$ cat src/rtl/enc_axil_result_writer_pkg.sv
// Shared AXI4-Lite response codes and FSM state encoding for the result writer.
package enc_axil_pkg;

    localparam logic [1:0] RESP_OKAY   = 2'b00;
    localparam logic [1:0] RESP_EXOKAY = 2'b01;
    localparam logic [1:0] RESP_SLVERR = 2'b10;
    localparam logic [1:0] RESP_DECERR = 2'b11;

    typedef enum logic [2:0] {
        IDLE,
        WR_ISSUE,
        WR_RESP,
        RD_ISSUE,
        RD_DATA,
        DONE
    } state_t;

endpackage

$ cat src/rtl/enc_axil_result_writer_if.sv
// AXI4-Lite bus bundle between the result writer (master) and the interconnect (slave).
// Handshake: a transfer happens on a rising edge where VALID and READY are both high;
// once VALID is raised it and its payload stay stable until that edge.
interface enc_axil_result_writer_if #(
    parameter int ADDR_W = 32,
    parameter int DATA_W = 32
) ();

    logic [ADDR_W-1:0]   awaddr;
    logic [2:0]          awprot;
    logic                awvalid;
    logic                awready;
    logic [DATA_W-1:0]   wdata;
    logic [DATA_W/8-1:0] wstrb;
    logic                wvalid;
    logic                wready;
    logic [1:0]          bresp;
    logic                bvalid;
    logic                bready;
    logic [ADDR_W-1:0]   araddr;
    logic [2:0]          arprot;
    logic                arvalid;
    logic                arready;
    logic [DATA_W-1:0]   rdata;
    logic [1:0]          rresp;
    logic                rvalid;
    logic                rready;

    modport master (
        output awaddr, awprot, awvalid, input awready,
        output wdata, wstrb, wvalid, input wready,
        input bresp, bvalid, output bready,
        output araddr, arprot, arvalid, input arready,
        input rdata, rresp, rvalid, output rready
    );

    modport slave (
        input awaddr, awprot, awvalid, output awready,
        input wdata, wstrb, wvalid, output wready,
        output bresp, bvalid, input bready,
        input araddr, arprot, arvalid, output arready,
        output rdata, rresp, rvalid, input rready
    );

endinterface

$ cat src/rtl/enc_axil_result_writer_fifo.sv
// Small synchronous FIFO for incoming cipher words; full/empty are registered flags.
module enc_word_fifo #(
    parameter int WIDTH = 32,
    parameter int DEPTH = 4
) (
    input  logic             clk,
    input  logic             rst_n,
    input  logic             push,
    input  logic [WIDTH-1:0] push_data,
    input  logic             pop,
    output logic [WIDTH-1:0] pop_data,
    output logic             full,
    output logic             empty
);

    localparam int PTR_W = $clog2(DEPTH);

    logic [WIDTH-1:0] mem [DEPTH];
    logic [PTR_W-1:0] wr_ptr, rd_ptr;
    logic [PTR_W:0]   count, count_next;
    logic             do_push, do_pop;

    // Push is gated by the registered full flag, so push+pop on a full FIFO only pops.
    assign do_push = push & ~full;
    assign do_pop  = pop & ~empty;

    always_comb begin
        count_next = count;
        if (do_push && !do_pop) begin
            count_next = count + 1'b1;
        end else if (!do_push && do_pop) begin
            count_next = count - 1'b1;
        end
    end

    always_ff @(posedge clk or negedge rst_n) begin
        if (!rst_n) begin
            wr_ptr <= '0;
            rd_ptr <= '0;
            count  <= '0;
            full   <= 1'b0;
            empty  <= 1'b1;
        end else begin
            if (do_push) wr_ptr <= wr_ptr + 1'b1;
            if (do_pop)  rd_ptr <= rd_ptr + 1'b1;
            count <= count_next;
            full  <= (count_next == (PTR_W+1)'(DEPTH));
            empty <= (count_next == '0);
        end
    end

    always_ff @(posedge clk) begin
        if (do_push) mem[wr_ptr] <= push_data;
    end

    assign pop_data = mem[rd_ptr];

endmodule

$ cat src/rtl/enc_axil_result_writer.sv
// AXI4-Lite master that writes a batch of buffered cipher words to consecutive
// addresses, optionally reads them back, and flags any bad response or mismatch.
module enc_axil_result_writer
    import enc_axil_pkg::*;
#(
    parameter int                      C_DATA_WIDTH = 32,
    parameter int                      C_ADDR_WIDTH = 32,
    parameter logic [C_ADDR_WIDTH-1:0] C_BASE_ADDR  = 32'h4000_0000,
    parameter int                      C_NUM_WORDS  = 4,
    parameter int                      C_FIFO_DEPTH = 4,
    parameter int                      C_VERIFY     = 1
) (
    input  logic                    ACLK,
    input  logic                    ARESETN,
    input  logic                    INIT_AXI_TXN,
    input  logic [C_DATA_WIDTH-1:0] s_data,
    input  logic                    s_valid,
    output logic                    s_ready,
    output logic                    TXN_DONE,
    output logic                    ERROR,
    output logic                    busy,
    output logic [7:0]              word_idx,
    output state_t                  fsm_state,
    enc_axil_result_writer_if.master m_axi
);

    localparam int BYTES = C_DATA_WIDTH / 8;

    state_t                  state, state_next;
    logic                    init_q, init_pulse_r, start;
    logic                    awvalid_q, wvalid_q, arvalid_q, issued, error_q;
    logic                    bready_c, rready_c;
    logic [C_DATA_WIDTH-1:0] wdata_q, fifo_data;
    logic                    fifo_full, fifo_empty, pop, last, rd_mismatch;
    logic                    aw_hs, w_hs, b_hs, ar_hs, r_hs;
    logic [C_ADDR_WIDTH-1:0] addr;

    enc_word_fifo #(.WIDTH(C_DATA_WIDTH), .DEPTH(C_FIFO_DEPTH)) u_fifo (
        .clk      (ACLK),
        .rst_n    (ARESETN),
        .push     (s_valid),
        .push_data(s_data),
        .pop      (pop),
        .pop_data (fifo_data),
        .full     (fifo_full),
        .empty    (fifo_empty)
    );

    assign s_ready = ~fifo_full;
    assign pop     = (state == WR_ISSUE) && !issued && !fifo_empty;
    assign start   = init_pulse_r && ((state == IDLE) || (state == DONE));
    assign last    = (word_idx == 8'(C_NUM_WORDS - 1));
    // Address wraps silently at C_ADDR_WIDTH.
    assign addr    = C_BASE_ADDR + C_ADDR_WIDTH'(word_idx) * C_ADDR_WIDTH'(BYTES);

    assign aw_hs = awvalid_q && m_axi.awready;
    assign w_hs  = wvalid_q && m_axi.wready;
    assign b_hs  = bready_c && m_axi.bvalid;
    assign ar_hs = arvalid_q && m_axi.arready;
    assign r_hs  = rready_c && m_axi.rvalid;

    generate
        if (C_VERIFY != 0) begin : g_shadow
            localparam int IDX_W = (C_NUM_WORDS > 1) ? $clog2(C_NUM_WORDS) : 1;
            logic [C_DATA_WIDTH-1:0] shadow [C_NUM_WORDS];
            logic [IDX_W-1:0]        sidx;
            assign sidx = word_idx[IDX_W-1:0];
            always_ff @(posedge ACLK) begin
                if (pop) shadow[sidx] <= fifo_data;
            end
            assign rd_mismatch = (m_axi.rdata != shadow[sidx]);
        end else begin : g_no_shadow
            assign rd_mismatch = 1'b0;
        end
    endgenerate

    always_ff @(posedge ACLK or negedge ARESETN) begin
        if (!ARESETN) state <= IDLE;
        else          state <= state_next;
    end

    always_comb begin
        state_next = state;
        case (state)
            IDLE, DONE: if (init_pulse_r) state_next = WR_ISSUE;
            WR_ISSUE:   if (issued && (!awvalid_q || aw_hs) && (!wvalid_q || w_hs))
                            state_next = WR_RESP;
            WR_RESP:    if (b_hs) state_next = !last ? WR_ISSUE :
                                               (C_VERIFY != 0) ? RD_ISSUE : DONE;
            RD_ISSUE:   if (ar_hs) state_next = RD_DATA;
            RD_DATA:    if (r_hs) state_next = last ? DONE : RD_ISSUE;
            default:    state_next = IDLE;
        endcase
    end

    always_comb begin
        bready_c  = (state == WR_RESP);
        rready_c  = (state == RD_DATA);
        busy      = (state != IDLE) && (state != DONE);
        TXN_DONE  = (state == DONE);
        fsm_state = state;
    end

    always_ff @(posedge ACLK or negedge ARESETN) begin
        if (!ARESETN) begin
            init_q       <= 1'b0;
            init_pulse_r <= 1'b0;
            awvalid_q    <= 1'b0;
            wvalid_q     <= 1'b0;
            arvalid_q    <= 1'b0;
            issued       <= 1'b0;
            error_q      <= 1'b0;
            wdata_q      <= '0;
            word_idx     <= '0;
        end else begin
            init_q       <= INIT_AXI_TXN;
            init_pulse_r <= INIT_AXI_TXN & ~init_q;
            if (start) begin
                word_idx <= '0;
                error_q  <= 1'b0;
            end
            if (pop) begin
                awvalid_q <= 1'b1;
                wvalid_q  <= 1'b1;
                wdata_q   <= fifo_data;
                issued    <= 1'b1;
            end
            if (aw_hs) awvalid_q <= 1'b0;
            if (w_hs)  wvalid_q  <= 1'b0;
            if ((state == WR_ISSUE) && (state_next == WR_RESP)) issued <= 1'b0;
            if (b_hs) begin
                if (m_axi.bresp != RESP_OKAY) error_q <= 1'b1;
                if (!last)                word_idx <= word_idx + 1'b1;
                else if (C_VERIFY != 0)   word_idx <= '0;
            end
            // ARVALID is raised on entry so a zero-wait slave completes a read in two cycles.
            if ((state_next == RD_ISSUE) && (state != RD_ISSUE)) arvalid_q <= 1'b1;
            else if (ar_hs)                                     arvalid_q <= 1'b0;
            if (r_hs) begin
                if ((m_axi.rresp != RESP_OKAY) || rd_mismatch) error_q <= 1'b1;
                if (!last) word_idx <= word_idx + 1'b1;
            end
        end
    end

    assign ERROR = error_q;

    assign m_axi.awaddr  = addr;
    assign m_axi.awprot  = 3'b000;
    assign m_axi.awvalid = awvalid_q;
    assign m_axi.wdata   = wdata_q;
    assign m_axi.wstrb   = '1;
    assign m_axi.wvalid  = wvalid_q;
    assign m_axi.bready  = bready_c;
    assign m_axi.araddr  = addr;
    assign m_axi.arprot  = 3'b000;
    assign m_axi.arvalid = arvalid_q;
    assign m_axi.rready  = rready_c;

endmodule
$ cat src/flat_wrapper.sv
// flat-port wrapper written by rule: the top's interface ports become plain ports
module enc_axil_result_writer_flat import enc_axil_pkg::*;
#(
    parameter int                      C_DATA_WIDTH = 32,
    parameter int                      C_ADDR_WIDTH = 32,
    parameter logic [C_ADDR_WIDTH-1:0] C_BASE_ADDR  = 32'h4000_0000,
    parameter int                      C_NUM_WORDS  = 4,
    parameter int                      C_FIFO_DEPTH = 4,
    parameter int                      C_VERIFY     = 1
)
  (ACLK, ARESETN, INIT_AXI_TXN, s_data, s_valid, s_ready, TXN_DONE, ERROR, busy, word_idx, fsm_state, m_axi_awaddr, m_axi_awprot, m_axi_awvalid, m_axi_awready, m_axi_wdata, m_axi_wstrb, m_axi_wvalid, m_axi_wready, m_axi_bresp, m_axi_bvalid, m_axi_bready, m_axi_araddr, m_axi_arprot, m_axi_arvalid, m_axi_arready, m_axi_rdata, m_axi_rresp, m_axi_rvalid, m_axi_rready);
  enc_axil_result_writer_if m_axi_i ();
  input  logic ACLK;
  input  logic ARESETN;
  input  logic INIT_AXI_TXN;
  input  logic [C_DATA_WIDTH-1:0] s_data;
  input  logic s_valid;
  output logic s_ready;
  output logic TXN_DONE;
  output logic ERROR;
  output logic busy;
  output logic [7:0] word_idx;
  output state_t fsm_state;
  output wire logic [$bits(m_axi_i.awaddr)-1:0] m_axi_awaddr;
  output wire logic [$bits(m_axi_i.awprot)-1:0] m_axi_awprot;
  output wire logic [$bits(m_axi_i.awvalid)-1:0] m_axi_awvalid;
  input wire logic [$bits(m_axi_i.awready)-1:0] m_axi_awready;
  output wire logic [$bits(m_axi_i.wdata)-1:0] m_axi_wdata;
  output wire logic [$bits(m_axi_i.wstrb)-1:0] m_axi_wstrb;
  output wire logic [$bits(m_axi_i.wvalid)-1:0] m_axi_wvalid;
  input wire logic [$bits(m_axi_i.wready)-1:0] m_axi_wready;
  input wire logic [$bits(m_axi_i.bresp)-1:0] m_axi_bresp;
  input wire logic [$bits(m_axi_i.bvalid)-1:0] m_axi_bvalid;
  output wire logic [$bits(m_axi_i.bready)-1:0] m_axi_bready;
  output wire logic [$bits(m_axi_i.araddr)-1:0] m_axi_araddr;
  output wire logic [$bits(m_axi_i.arprot)-1:0] m_axi_arprot;
  output wire logic [$bits(m_axi_i.arvalid)-1:0] m_axi_arvalid;
  input wire logic [$bits(m_axi_i.arready)-1:0] m_axi_arready;
  input wire logic [$bits(m_axi_i.rdata)-1:0] m_axi_rdata;
  input wire logic [$bits(m_axi_i.rresp)-1:0] m_axi_rresp;
  input wire logic [$bits(m_axi_i.rvalid)-1:0] m_axi_rvalid;
  output wire logic [$bits(m_axi_i.rready)-1:0] m_axi_rready;
  assign m_axi_awaddr = m_axi_i.awaddr;
  assign m_axi_awprot = m_axi_i.awprot;
  assign m_axi_awvalid = m_axi_i.awvalid;
  assign m_axi_i.awready = m_axi_awready;
  assign m_axi_wdata = m_axi_i.wdata;
  assign m_axi_wstrb = m_axi_i.wstrb;
  assign m_axi_wvalid = m_axi_i.wvalid;
  assign m_axi_i.wready = m_axi_wready;
  assign m_axi_i.bresp = m_axi_bresp;
  assign m_axi_i.bvalid = m_axi_bvalid;
  assign m_axi_bready = m_axi_i.bready;
  assign m_axi_araddr = m_axi_i.araddr;
  assign m_axi_arprot = m_axi_i.arprot;
  assign m_axi_arvalid = m_axi_i.arvalid;
  assign m_axi_i.arready = m_axi_arready;
  assign m_axi_i.rdata = m_axi_rdata;
  assign m_axi_i.rresp = m_axi_rresp;
  assign m_axi_i.rvalid = m_axi_rvalid;
  assign m_axi_rready = m_axi_i.rready;
  enc_axil_result_writer #(.C_DATA_WIDTH(C_DATA_WIDTH), .C_ADDR_WIDTH(C_ADDR_WIDTH), .C_BASE_ADDR(C_BASE_ADDR), .C_NUM_WORDS(C_NUM_WORDS), .C_FIFO_DEPTH(C_FIFO_DEPTH), .C_VERIFY(C_VERIFY)) u_core (.ACLK(ACLK), .ARESETN(ARESETN), .INIT_AXI_TXN(INIT_AXI_TXN), .s_data(s_data), .s_valid(s_valid), .s_ready(s_ready), .TXN_DONE(TXN_DONE), .ERROR(ERROR), .busy(busy), .word_idx(word_idx), .fsm_state(fsm_state), .m_axi(m_axi_i));
endmodule
$ cat config.mk
export PLATFORM = sky130hd
export DESIGN_NAME = enc_axil_result_writer_flat
export DESIGN_NICKNAME = d
export VERILOG_FILES = /design/src/rtl/enc_axil_result_writer_pkg.sv /design/src/rtl/enc_axil_result_writer_if.sv /design/src/rtl/enc_axil_result_writer_fifo.sv /design/src/rtl/enc_axil_result_writer.sv /design/src/flat_wrapper.sv
export SDC_FILE = /design/constraint.sdc
export NUM_CORES = 1
export LEC_CHECK = 0
export CAP_MARGIN = 20
export CORE_ASPECT_RATIO = 0.7
export CORE_MARGIN = 4
export CORE_UTILIZATION = 40
export CTS_CLUSTER_SIZE = 14
export DETAILED_ROUTE_END_ITERATION = 10
export PLACE_DENSITY = 0.64
export SLEW_MARGIN = 15
export SYNTH_ARGS = -nofsm -noshare
export SYNTH_HDL_FRONTEND = slang
export SYNTH_SLANG_ARGS = --single-unit
$ cat constraint.sdc
create_clock -name ACLK -period 2.45 [get_ports ACLK]
set_input_delay 0.49 -clock ACLK [delete_from_list [all_inputs] [get_ports ACLK]]
set_output_delay 0.49 -clock ACLK [all_outputs]
set_load 0.05 [all_outputs]
Word-level counts from Yosys, hierarchy flattened

Memories as Yosys holds them, arrays and structs flattened.
Index checks and enable logic that the tools add are counted.

Bitwise gates (word level): 6
Reduce and logical (&&, ||, !) cells: 35
$add $sub $neg: 6
Multiplexer cells: 30
Equality and inequality tests: 12

Operators with widths:

| kind                                                                | count |
|---|---|
| 8-bit two-way mux                                                   | 5 |
| 31-bit by 10-bit adder with 32-bit output (first input constant)    | 1 |
| 32-bit != test                                                      | 1 |
| 3-bit two-way mux                                                   | 8 |
| 1-bit logical AND                                                   | 15 |
| 1-bit two-way mux                                                   | 15 |
| 3-bit case mux with 5 select lines                                  | 1 |
| 3-bit by 2-bit == test with 1-bit output (second input constant)    | 4 |
| 2-bit nonzero test                                                  | 6 |
| 3-bit == test (second input constant)                               | 3 |
| 8-bit by 1-bit adder with 8-bit output (second input constant)      | 1 |
| 8-bit by 2-bit == test with 1-bit output (second input constant)    | 1 |
| 1-bit zero test                                                     | 6 |
| 3-bit zero test                                                     | 2 |
| 2-bit by 1-bit adder with 2-bit output (second input constant)      | 2 |
| 1-bit logical OR                                                    | 4 |
| 3-bit by 1-bit adder with 3-bit output (second input constant)      | 1 |
| 1-bit AND                                                           | 3 |
| 3-bit by 1-bit == test with 1-bit output (second input constant)    | 1 |
| 3-bit by 2-bit != test with 1-bit output (second input constant)    | 1 |
| 3-bit != test (second input constant)                               | 1 |
| 1-bit inverter                                                      | 3 |
| 3-bit nonzero test                                                  | 1 |
| 3-bit by 1-bit subtractor with 3-bit output (second input constant) | 1 |
| 2 further kinds                                                     | 2 |

Output and inout port bits: 126
Bits in writable memories: 256
Memories kept: 2
Flip-flop bits (word level): 59
Bits of input ports: 77
Logic and storage cells: 106

Memories:

| name                   | words | bits a word | rd ports | clocked after Yosys merged registers in | write ports | line                              | source |
|---|---|---|---|---|---|---|---|
| u_core.g_shadow.shadow | 4     | 32          | 1        | 0                                       | 1           | enc_axil_result_writer.sv:65      | `logic [C_DATA_WIDTH-1:0] shadow [C_NUM_WORDS];` |
| u_core.u_fifo.mem      | 4     | 32          | 1        | 0                                       | 1           | enc_axil_result_writer_fifo.sv:18 | `logic [WIDTH-1:0] mem [DEPTH];` |

Depth between registers and ports, before layout

Depth after elaboration: 9
Depth in mapped cells: 8
Depth with buffers taken out: 6

By module

From an unflattened synthesis, not the netlist that was laid out.

Cell total of the unflattened synthesis: 718
Area total of the unflattened synthesis: 13011.2 µm²

By module, submodules not included:

| module                 | area an instance (µm²) | cells each | times used | seq. area each (µm²) |
|---|---|---|---|---|
| enc_axil_result_writer | 7852.5                 | 498        | 1          | 5094.9 |
| enc_word_fifo          | 5158.7                 | 220        | 1          | 4070.2 |

Least setup slack after synthesis

Ideal clock, no wire load.

Kind: register to register
From: reg u_core.state[0], in the netlist u_core.fsm_state[0]
To: mem u_core.g_shadow.shadow[2][0] (enable)
Setup time: 0.392 ns
Arrival time: 2.479 ns
Path buffers: 1
Slack: -0.421 ns
Cell stages (with the launch flop): 6
Cells stage by stage: dfrtp_1 -> buf_2 -> inv_1 -> or3_1 -> nor3_2 -> and2_1

Word-level cells in the longest chain between the ends: 5

Ends and longest elaborated chain:

| element                                  | line                         | source |
|---|---|---|
| from (decl)                              | enc_axil_result_writer.sv:29 | `state_t state, state_next;` |
| from (signal assigned)                   | enc_axil_result_writer.sv:79 | `else state <= state_next;` |
| 3-bit by 1-bit == test with 1-bit output | enc_axil_result_writer.sv:50 | `assign pop = (state == WR_ISSUE) && !issued && !fifo_empty;` |
| 1-bit logical AND (2 in a row)           | enc_axil_result_writer.sv:50 |  |
| 1-bit two-way mux                        | enc_axil_result_writer.sv:69 | `if (pop) shadow[sidx] <= fifo_data;` |
| 1-bit two-way mux (not written as such)  | enc_axil_result_writer.sv:69 |  |
| to (decl)                                | enc_axil_result_writer.sv:65 |  |

No other way between the ends.

Final worst setup path

From: reg u_core.word_idx[6]
To: out m_axi_araddr[8]

Word-level cells in the longest chain between the ends: 1

Ends and longest elaborated chain:

| element                                   | line                          | source |
|---|---|---|
| from (decl)                               | enc_axil_result_writer.sv:22  | `output logic [7:0] word_idx,` |
| from (signal assigned)                    | enc_axil_result_writer.sv:133 | `if (!last) word_idx <= word_idx + 1'b1;` |
| from (signal assigned)                    | enc_axil_result_writer.sv:141 | `if (!last) word_idx <= word_idx + 1'b1;` |
| 31-bit by 10-bit adder with 32-bit output | enc_axil_result_writer.sv:54  | `assign addr = C_BASE_ADDR + C_ADDR_WIDTH'(word_idx) * C_ADDR_WIDTH'(BYTES);` |
| to (decl)                                 | flat_wrapper.sv:35            | `output wire logic [$bits(m_axi_i.araddr)-1:0] m_axi_araddr;` |

No other way between the ends.

==> results.md <==
STA:
- The total count of hold-check failures in the final report is 0.
- Clock skew on the completed layout was measured at 0.01565 ns.
- For the pin with the worst max-slew slack, the measured transition is about 0.53 ns.
- The max-slew violation count is 0.
- In this run the tightest slew margin relative to its limit is around 64%.
- Setup repair after global routing left no endpoint under its margin.
- The final clock period utilization by the worst path is 96.74%.
- Hold timing on the final database bottoms out at a slack of 0.3929 ns.
- The final-layout setup total negative slack is 0 ns.
- Setup violations remaining at the end of the flow were counted as 0.
- The peak clock frequency supported by timing is between 400 and 500 MHz.
- For the finished layout, the period the worst path requires is between 2 and 2.5 ns.

Critical path:
- The worst setup path is captured at an output pin.
- Among cell families on the critical path, the largest total delay comes from buffers and inverters.
- Of all nets on the critical path, the largest fanout is 7.
- Data on the critical path is required at its endpoint by just under 2 ns.
- The worst setup path is launched from a flop.
- By startpoint and endpoint, the worst setup path is classified as flop to output pin.
- Traced cell by cell, the critical path runs through clkdlybuf4s50_1.
- The slowest stage of the critical path belongs to the cell sky130_fd_sc_hd__clkdlybuf4s50_1.
- Data arrives at the worst endpoint at roughly 1.9 ns.
- The largest incremental delay on the critical path is around 0.85 ns.
- Together, buffers and inverters on the worst path number 1.

Min path:
- The tightest min-delay check is of the flop to flop type.

GRT:
- The initial antenna violation count is 4.
- The first global-routing pass estimated 41,990 um of wire.
- The largest net degree at the start of global routing is 60.
- The residual overflow from global routing is 0.
- The number of global-route vias before repair is 6,829.
- Global routing consumed, over all layers together, between 15 and 20% of the routing resources.

Floorplanning:
- The floorplan step defined a die boundary enclosing about 36,000 um^2.
- For this configuration, the core starts out at a cell density of about two fifths.
- The number of rows in the core area is between 50 and 60.
- The number of top-level pins is slightly above 200.
- Measured along the x axis, the die boundary spans roughly 220 um.
- The total area inside the core boundary comes to ~32,000 um^2.
- The die is 159.2 um tall.

Synthesis:
- After synthesis the cells add up to about 13,000 um^2.
- The most used flip-flop cell after synthesis is sky130_fd_sc_hd__edfxtp_1.
- For this run, asynchronously set or reset flops after synthesis account for roughly a fifth.
- By area the synthesized netlist is led by sky130_fd_sc_hd__edfxtp_1 (59%), sky130_fd_sc_hd__dfrtp_1 (11%), sky130_fd_sc_hd__mux4_2 (6.4%), sky130_fd_sc_hd__buf_4 (4.4%), sky130_fd_sc_hd__mux4_1 (3.6%).
- The cell taking the most area after synthesis is sky130_fd_sc_hd__edfxtp_1.
- The share of the Yosys chip area taken by registers is a little over two thirds.
- The synthesized design contains between 200 and 300 enable-type register cells.
- The post-synthesis area per instance is roughly 17 um^2.
- The total of flip-flops plus latches after synthesis is roughly 320.
- The post-synthesis cell count is between 700 and 800.
- The area fraction of the dominant cell type after synthesis is 58.86%.
- The number of warning messages in the yosys log is 0.
- The netlist uses 55 different library cells.

Power and ir drop:
- The total power per unit cell area is ~1200 nW/um^2.
- The worst-case IR drop observed on VDD is around 0.00062 V.
- The reported leakage power is about 0.006 uW.

Detailed routing:
- The number of remaining DRC errors is 0.
- The total vias in the final route is roughly 6,900.
- Before antenna repair, the detailed router went through 5 iterations.
- The residual antenna-violating net count after detailed routing is 0.
- The average via count per standard cell is 4.890.
- The total wire length after detailed routing is between 20,000 and 30,000 um.
- The number of DRC markers after the initial detailed-route iteration is around 480.
- Dividing the detail-routed wire length by the instance count gives ~20 um.

CTS:
- Clock tree synthesis inserted a total of 30 buffers.
- The worst-skew pair later-pin latency is between 0.5 and 0.6 ns.
- The TritonCTS clock tree is done.
- The tree is rooted in a sky130_fd_sc_hd__clkbuf_16.
- The post-CTS setup-driven buffer insertion count is 0.
- In this run the number of H-tree levels came out at 1.
- Clock tree synthesis found a total of between 300 and 400 sinks.
- The number of buffers on the longest clock path is 3.
- The clock slew at the register clock pins of the worst setup and hold paths is roughly 0.060 ns.

Run status:
- The flow ran to the end, and the final reports show no timing, DRC or antenna violations.

Final layout:
- The share of final-layout standard cells stronger than drive strength 1 is between 10% and 20%.
- The final non-filler cell area is about 16,000 um^2.
- The repair_antennas step left the layout with diodes totalling 0.
- From synthesis to final layout, the design area changed by 22.44%.
- The top cell types in the final layout, fill and taps aside, are sky130_fd_sc_hd__edfxtp_1 (256), sky130_fd_sc_hd__clkdlybuf4s50_1 (131), sky130_fd_sc_hd__nand2_1 (112), sky130_fd_sc_hd__conb_1 (58), sky130_fd_sc_hd__dfrtp_1 (55).
- The library cell used most frequently in the layout, excluding fill and tap cells, is sky130_fd_sc_hd__edfxtp_1.
- The total number of nets in the final design is 1,044.

Placed design:
- Summing all placed instances gives a cell area of around 15,000 um^2.
- Summed over all nets, the half-perimeter wirelength after detailed placement is around 19,000 um.
- The final RePlAce weighted congestion is around 0.84.
- The count of buffers inserted at the top-level ports is 144.

Flow run:
- The max-capacitance violation count is 0.
==> stage by stage <==
stage / utilization (%) / setup slack, ns / total power (uW) / cells
after floorplan: - / -0.1089 / 12350 / 846
after global placement: 46.45 / 0.1529 / 14690 / 1351
after detailed placement: 46.45 / 0.1316 / 14780 / 1351
after CTS: 49.50 / 0.04261 / 19250 / 1408
after global routing: 49.55 / 0.0002189 / 20030 / 1408
final: 49.55 / 0.07988 / 19060 / 1408
==> worst paths after layout <==
path	start	to	slack (ns)	cells past startpoint
max	u_core.word_idx[6]$_DFF_PN0_	m_axi_araddr[8]	0.08	1
min	u_core.init_q$_DFF_PN0_	u_core.init_pulse_r$_DFF_PN0_	0.39	1
max reg2reg	u_core.word_idx[0]$_DFF_PN0_	u_core.ERROR$_DFF_PN0_	0.19	7
min reg2reg	u_core.init_q$_DFF_PN0_	u_core.init_pulse_r$_DFF_PN0_	0.39	1
max in group asynchronous	ARESETN	u_core.u_fifo.empty$_DFF_PN1_	1.62	3
min in group asynchronous	ARESETN	u_core.ERROR$_DFF_PN0_	0.50	3
==> logic make-up (layout without fill, tap and decap cells) <==
logic type | after synthesis | count (layout) | synth area share (%)
DFF | 315 | 315 | 70.17
and+or+nand+nor | 184 | 184 | 6.457
buffers and inverters | 119 | 254 | 5.968
muxes | 78 | 78 | 11.77
AOI/OAI and AO/OA | 46 | 46 | 2.203
xor gates and xnor gates | 36 | 36 | 2.414
adders and majority gates | 10 | 10 | 0.9579
other | 2 | 58 | 0.05750
==> layout make-up <==
cell class	instances	area, um^2
Multi-Input combinational cell	412	3349
Inverter	16	60.06
Tap cell	427	534.3
Timing Repair Buffer	182	1906
Clock inverter	8	56.30
Fill cell	2728	16280
Sequential cell	315	9169
Clock buffer	48	918.4
==> power breakdown <==
| part | internal (uW) | switching [uW] |
|---|---|---|
| combinational | 2640 | 4270 |
| sequential | 7240 | 460 |
| clock | 2560 | 1900 |
| total | 12400 | 6630 |
==> cell usage after synthesis (2+ instances only) <==
master	number
sky130_fd_sc_hd__nor3_1	2
sky130_fd_sc_hd__xor2_1	2
sky130_fd_sc_hd__nand2b_1	7
sky130_fd_sc_hd__ha_1	10
sky130_fd_sc_hd__inv_1	15
sky130_fd_sc_hd__mux4_2	37
sky130_fd_sc_hd__or2_2	3
sky130_fd_sc_hd__xnor2_1	34
sky130_fd_sc_hd__nor4_1	4
sky130_fd_sc_hd__a21oi_1	8
sky130_fd_sc_hd__buf_4	76
sky130_fd_sc_hd__clkbuf_1	9
sky130_fd_sc_hd__o21a_1	2
sky130_fd_sc_hd__o22ai_1	7
sky130_fd_sc_hd__buf_6	2
sky130_fd_sc_hd__mux2i_1	22
sky130_fd_sc_hd__nor2b_1	3
sky130_fd_sc_hd__mux4_1	18
sky130_fd_sc_hd__nand2_1	112
sky130_fd_sc_hd__conb_1	2
sky130_fd_sc_hd__nand3_1	8
sky130_fd_sc_hd__edfxtp_1	256
sky130_fd_sc_hd__dfrtp_1	58
sky130_fd_sc_hd__buf_2	13
sky130_fd_sc_hd__nor2_1	17
sky130_fd_sc_hd__nand4_1	6
sky130_fd_sc_hd__and3_1	4
sky130_fd_sc_hd__and2_1	9
sky130_fd_sc_hd__o21ai_0	17
sky130_fd_sc_hd__buf_1	2
==> routing by layer <==
metal  track usage (%)  share of wire [%]  up-vias
met4             2.856                1.5        8
li1                  -                  -     3159
met5                 0               0.17        -
met1             23.66                 47     3460
met3             4.239                7.3       39
met2             22.00                 44      219
==> timing repair <==
item / in CTS / in global routing
gates resized for setup: 2 / 6
hold buffers: 1 / 0
endpoints found under the hold margin: 58 / 0
setup endpoints to repair: 2 / 8
==> registers in the layout, summed over array words and instances (netlist names) <==
name,flops
u_core.ERROR,1
u_core.fsm_state,3
u_core.g_shadow.shadow,128
u_core.init_pulse_r,1
u_core.init_q,1
u_core.issued,1
u_core.m_axi.arvalid,1
u_core.m_axi.awvalid,1
u_core.m_axi.wdata,32
u_core.m_axi.wvalid,1
u_core.u_fifo.count,3
u_core.u_fifo.empty,1
u_core.u_fifo.full,1
u_core.u_fifo.mem,128
u_core.u_fifo.rd_ptr,2
u_core.u_fifo.wr_ptr,2
u_core.word_idx,8
Power figures use the tool's default switching activity.
